**src/rtl/uart_ram_cmd_ctrl.sv**
```systemverilog
// Purpose: parse UART bytes into 'W',addr,data / 'R',addr frames, drive the RAM port, return read data.
// Latency: ram_we the cycle after the data byte; tx_start RD_LAT+2 cycles after the read address byte.
// Backpressure: holds TX_REQ while tx_busy is high; bytes arriving while not accepting set err_overrun.
module uart_ram_cmd_ctrl #(
  parameter int ADDR_W      = 5,
  parameter int RD_LAT      = 1,
  parameter int TIMEOUT_CYC = 1000000
) (
  input  logic              CLOCK_50,
  input  logic              Reset_n,
  input  logic              rx_valid,
  input  logic [7:0]        rx_data,
  output logic [ADDR_W-1:0] ram_addr,
  output logic [7:0]        ram_wdata,
  output logic              ram_we,
  input  logic [7:0]        ram_rdata,
  output logic              tx_start,
  output logic [7:0]        tx_data,
  input  logic              tx_busy,
  output logic              busy,
  output logic              err_overrun,
  output logic              err_cmd
);

  localparam int TW = (TIMEOUT_CYC > 2) ? $clog2(TIMEOUT_CYC) : 1;

  typedef enum logic [2:0] {
    IDLE, W_ADDR, W_DATA, WRITE, R_ADDR, R_WAIT, TX_REQ
  } state_t;

  state_t            r_state;
  state_t            w_state_nxt;
  logic [TW-1:0]     r_to_cnt;
  logic [1:0]        r_lat_cnt;
  logic [ADDR_W-1:0] r_addr;
  logic [7:0]        r_wdata;
  logic [7:0]        r_tx_data;
  logic              r_err_overrun;
  logic              r_err_cmd;
  logic              w_to_run;
  logic              w_timeout;
  logic              w_lat_done;
  logic              w_bad_cmd;
  logic              w_overrun;

  // Inter-byte timeout only matters while a frame is partially received.
  assign w_to_run   = (r_state == W_ADDR) || (r_state == W_DATA) || (r_state == R_ADDR);
  assign w_timeout  = w_to_run && !rx_valid && (r_to_cnt == TW'(TIMEOUT_CYC - 1));
  assign w_lat_done = (r_state == R_WAIT) && (r_lat_cnt == 2'(RD_LAT));
  assign w_bad_cmd  = (r_state == IDLE) && rx_valid && (rx_data != 8'h57) && (rx_data != 8'h52);
  assign w_overrun  = rx_valid && ((r_state == WRITE) || (r_state == R_WAIT) || (r_state == TX_REQ));

  // State register.
  always_ff @(posedge CLOCK_50 or negedge Reset_n) begin
    if (!Reset_n) r_state <= IDLE;
    else          r_state <= w_state_nxt;
  end

  // Next-state decode.
  always_comb begin
    w_state_nxt = r_state;
    case (r_state)
      IDLE: begin
        if (rx_valid && rx_data == 8'h57)      w_state_nxt = W_ADDR;
        else if (rx_valid && rx_data == 8'h52) w_state_nxt = R_ADDR;
      end
      W_ADDR: begin
        if (rx_valid)       w_state_nxt = W_DATA;
        else if (w_timeout) w_state_nxt = IDLE;
      end
      W_DATA: begin
        if (rx_valid)       w_state_nxt = WRITE;
        else if (w_timeout) w_state_nxt = IDLE;
      end
      WRITE:  w_state_nxt = IDLE;
      R_ADDR: begin
        if (rx_valid)       w_state_nxt = R_WAIT;
        else if (w_timeout) w_state_nxt = IDLE;
      end
      R_WAIT: if (w_lat_done) w_state_nxt = TX_REQ;
      TX_REQ: if (!tx_busy)   w_state_nxt = IDLE;
      default: w_state_nxt = IDLE;
    endcase
  end

  // Timeout counter: restarts on every received byte and on any state change.
  always_ff @(posedge CLOCK_50 or negedge Reset_n) begin
    if (!Reset_n)                                           r_to_cnt <= '0;
    else if (w_to_run && !rx_valid && w_state_nxt == r_state) r_to_cnt <= r_to_cnt + 1'b1;
    else                                                    r_to_cnt <= '0;
  end

  // Read latency counter: counts from 0 on R_WAIT entry; capture happens once it reaches RD_LAT.
  always_ff @(posedge CLOCK_50 or negedge Reset_n) begin
    if (!Reset_n)              r_lat_cnt <= '0;
    else if (r_state == R_WAIT) r_lat_cnt <= r_lat_cnt + 1'b1;
    else                       r_lat_cnt <= '0;
  end

  // Datapath latches; address and write data hold their last value between frames.
  always_ff @(posedge CLOCK_50 or negedge Reset_n) begin
    if (!Reset_n) begin
      r_addr    <= '0;
      r_wdata   <= '0;
      r_tx_data <= '0;
    end else begin
      if (rx_valid && (r_state == W_ADDR || r_state == R_ADDR)) r_addr <= rx_data[ADDR_W-1:0];
      if (rx_valid && r_state == W_DATA) r_wdata <= rx_data;
      if (w_lat_done) r_tx_data <= ram_rdata;
    end
  end

  // Sticky error flags, cleared only by reset.
  always_ff @(posedge CLOCK_50 or negedge Reset_n) begin
    if (!Reset_n) begin
      r_err_overrun <= 1'b0;
      r_err_cmd     <= 1'b0;
    end else begin
      if (w_overrun)             r_err_overrun <= 1'b1;
      if (w_bad_cmd || w_timeout) r_err_cmd    <= 1'b1;
    end
  end

  assign ram_addr    = r_addr;
  assign ram_wdata   = r_wdata;
  assign ram_we      = (r_state == WRITE);
  assign tx_start    = (r_state == TX_REQ) && !tx_busy;
  assign tx_data     = r_tx_data;
  assign busy        = (r_state != IDLE);
  assign err_overrun = r_err_overrun;
  assign err_cmd     = r_err_cmd;

endmodule

```
**config.mk**
```make
export PLATFORM = sky130hd
export DESIGN_NAME = uart_ram_cmd_ctrl
export DESIGN_NICKNAME = d
export VERILOG_FILES = /design/src/rtl/uart_ram_cmd_ctrl.sv
export SDC_FILE = /design/constraint.sdc
export NUM_CORES = 1
export LEC_CHECK = 0
export CAP_MARGIN = 15
export CORE_MARGIN = 2
export CORE_UTILIZATION = 46
export CTS_BUF_LIST = sky130_fd_sc_hd__clkbuf_4 sky130_fd_sc_hd__clkbuf_8 sky130_fd_sc_hd__clkbuf_16
export DETAILED_ROUTE_END_ITERATION = 16
export PLACE_DENSITY_LB_ADDON = 0.2
export SYNTH_ARGS = -nofsm -noshare
export SYNTH_HDL_FRONTEND = slang
export SYNTH_SLANG_ARGS = --single-unit
```
**constraint.sdc**
```tcl
create_clock -name CLOCK_50 -period 1.6 [get_ports CLOCK_50]
set_input_delay 0.16 -clock CLOCK_50 [delete_from_list [all_inputs] [get_ports CLOCK_50]]
set_output_delay 0.16 -clock CLOCK_50 [all_outputs]
set_load 0.01 [all_outputs]
```
==> reports/qor.yml, run 1 <==
outcome:
  outcome: "finished with violations"
  failed_checks: "negative setup slack"
synthesis:
  async_flop_share_pct: 100
  synth.most_common_cell: "dfrtp_1"
  synth_cells: 198
  syn-cell-area_um2: 2250
  synth_warnings: 0
  synthDistinctLibCells: 42
  synth_seq_cells: 48
  syn_nets: 220
  yosysSeqAreaShare_pct: 53.5
  yosys-top-cells-count: "dfrtp_1 (48), nor2_1 (29), mux2_2 (21)"
  synth_flop_cell: "dfrtp_1"
  ys_top_cells_by_area: "dfrtp_1 (53%), mux2_2 (11%), nor2_1 (4.8%)"
  synth_edf_count: 0
  syn_avg_cell_area_um2: 11.3
  netlist.area_leader.share_pct: 53.5
  synth_top_cell_by_area: "dfrtp_1"
clocking:
  cts_max_level: 2
  clk_pin_slew_ns: 0.09
  clockRootBuffer: "clkbuf_8"
  cts_tree: "built"
  clock_path_buffers: 2
  clkLatencyLatePin_ns: 0.30
  clkSinkCount: 48
  cts_buffers: 5
place:
  place_hpwl_mm: 3.45
  portBuffers: 45
  post-place-ws_ns: -0.426
  globalplace.congestion: 0.785
  dp.cells: 345
timing:
  max_freq_ghz: 0.541
  final_max_slew_viol_count: 0
  period_minus_slack_ns: 1.85
  slew_headroom_pct: 76.0
  skew_ns: 0.00592
  setup_viol: 24
  post-route-period-util_pct: 115
  finalHoldViolCount: 0
  tightest_slew_ns: 0.356
  rsz0062_at_grt: "yes"
  setup_ws_ns: -0.247
  fin_setup_tns_ns: -5.58
worst_setup_path:
  crit_path_start_kind: "flip-flop"
  crit_required_ns: 1.79
  crit_chain: "or4b_4 > nor4_4 > nand2_2 > o21ai_4 > buf_12 > nor2_1"
  path_delay_family: "simple AND/OR/NAND/NOR gates"
  r2r_cells: 6
  r2r-start: "r_to_cnt[7]"
  cpPeakStageDelay_ns: 0.56
  crit_type: "flip-flop to flip-flop"
  cpMaxStageDelayCell: "or4b_4"
  regToRegSetupSlack_ns: -0.25
  reg2reg_to: "r_to_cnt[17]"
  cp_max_fo: 20
  crit_path_end_kind: "flip-flop"
  path_buf_inv: 1
  arrival_ns: 2.04
detailed_routing:
  dr.pass1.iters: 4
  wl_met1_mm: 2.17
  totalWireLength_mm: 4.84
  vias_per_cell: 4.99
  ant_nets: 0
  routed-wl-met3_um: 173
  wl_met2_mm: 2.45
  drc: 0
  first_iter_violations: 55
  dr.max_layer_used: "met4"
  wl_per_cell_um: 13.5
  vias: 1788
cells_and_area:
  diodes: 0
  syn2layout_area_growth_pct: 46.0
  final_cells: 358
  drive_gt1_share_pct: 31.3
  nets: 312
  n_fill_cell: 365
min_path:
  hp-class: "primary input to async pin"
grt:
  grt_overflow: 0
  antenna_found_initial: 0
  gr-usage-all-layers_pct: 19.2
  grt_max_degree: 49
  grt_pass1_vias: 1706
  grt_first_pass_wirelength_mm: 7.84
pwr:
  power_density_nw_per_um2: 1330
  power_leakage_nw: 1.44
  ir_drop_uv: 801
floorplanning:
  start_util_pct: 47.6
  die_w_um: 73.9
  ioPinCount: 46
  coreArea_um2: 4720
  row_count: 25
  dieHeight_um: 73.9
  dieArea_um2: 5460
job:
  drv_cap: 0
-- worst max path at each step --
stage | startpoint | end | slack [ns] | depth (start not counted)
2_1_floorplan | r_to_cnt[7] | r_to_cnt[11] | -0.08 | 6
3_3_place_gp | rx_data[1] | r_to_cnt[16] | -0.37 | 7
3_5_place_dp | rx_data[1] | r_to_cnt[2] | -0.43 | 7
4_1_cts | r_to_cnt[7] | r_to_cnt[12] | -0.25 | 6
5_1_grt | r_to_cnt[7] | r_to_cnt[15] | -0.35 | 6
6_report | r_to_cnt[7] | r_to_cnt[17] | -0.25 | 6
-- per-layer routing --
metal / track usage (%) / up-vias
li1: - / 869
met1: 25.0 / 871
met2: 32.0 / 43
met3: 4.12 / 5
met4: 5.66 / 0
met5: 0 / -
-- flip-flops by register name, indices dropped and copies added, names as in the netlist --
name         cells
tx_data          8
err_overrun      1
r_state          3
err_cmd          1
ram_wdata        8
r_lat_cnt        2
r_to_cnt        20
ram_addr         5
-- worst min-delay path, stage by stage --
cell	delay, ns
dlygate4sd3_1	0.52
buf_2	0.12
buf_12	0.24
-- placed cells by master (no fill, tap or decap), types with 2 or more instances in the layout --
master | Yosys | routed
nor3_1 | 3 | 2
o211ai_1 | 2 | 2
and2_1 | 2 | 2
dlygate4sd2_1 | 0 | 2
nand2_1 | 10 | 10
buf_4 | 1 | 42
inv_1 | 7 | 6
a21oi_1 | 3 | 3
nand2b_1 | 2 | 2
xor2_1 | 12 | 12
nand3_1 | 10 | 10
and3_1 | 2 | 2
a31oi_1 | 2 | 2
xnor2_1 | 8 | 8
buf_12 | 0 | 2
dfrtp_1 | 48 | 47
o21ai_0 | 5 | 3
clkdlybuf4s50_1 | 0 | 41
clkbuf_8 | 0 | 5
ha_1 | 2 | 2
nor2_1 | 29 | 27
nor3_2 | 1 | 2
mux2_2 | 21 | 21
nor2_2 | 1 | 2
nand4_1 | 4 | 4
bufinv_16 | 0 | 3
-- area by class of cell --
type / instances / area (µm²) / area share (%)
flip-flops and latches: 48 / 1200 / 36.7
multi-input cells: 138 / 1010 / 30.7
repair buffers: 90 / 803 / 24.5
clock inverters: 3 / 90.1 / 2.75
well taps: 67 / 83.8 / 2.56
clock buffers: 5 / 68.8 / 2.10
inverters: 7 / 26.3 / 0.801
-- power breakdown --
| group | total, mW | switching [mW] | internal (mW) |
|---|---|---|---|
| sequential | 1.57 | 0.119 | 1.45 |
| combinational | 1.63 | 0.715 | 0.911 |
| clock | 1.18 | 0.398 | 0.781 |
-- what timing repair did --
item                                    CTS  global route
gates resized for setup                   8             7
pin swaps                                 0             1
setup buffers                             3             1
endpoints found under the setup margin   27            25
hold endpoints to repair                 48             0
hold buffers                              1             0
-- through the flow --
step / instance area [µm²] / util [%] / hold WS (ns) / total power [mW]
after CTS: 3260 / 69.0 / 0.374 / 4.38
after floorplan: 2250 / - / -0.136 / 2.36
after detailed placement: 3060 / 64.8 / 0.164 / 3.15
after global routing: 3280 / 69.5 / 0.384 / 4.62
after global placement: 3060 / 64.8 / 0.162 / 3.12
final: 3280 / 69.5 / 0.359 / 4.38
-- cells by family (layout without fill, tap and decap cells) --
kind of cell               after synthesis  after routing  share of synthesized area (%)
adders and majority gates                2              2                           1.11
buffers and inverters                   12            105                           2.95
muxes                                   21             21                           10.5
xor gates and xnor gates                20             20                           7.80
AOI/OAI and AO/OA                       18             18                           5.29
DFF                                     48             48                           53.5
and+or+nand+nor                         77             77                           18.9
Note: power is estimated with default switching activity, not from simulation.
==> inputs of run 2 (changes only) <==
--- a/config.mk
+++ b/config.mk
@@ -9,6 +9,7 @@
 export CORE_MARGIN = 2
 export CORE_UTILIZATION = 46
 export CTS_BUF_LIST = sky130_fd_sc_hd__clkbuf_4 sky130_fd_sc_hd__clkbuf_8 sky130_fd_sc_hd__clkbuf_16
+export CTS_CLUSTER_SIZE = 8
 export DETAILED_ROUTE_END_ITERATION = 16
 export PLACE_DENSITY_LB_ADDON = 0.2
 export SYNTH_ARGS = -nofsm -noshare
==> results of run 2 <==
The final DEF is identical to that of run 1; final timing and power are the same.
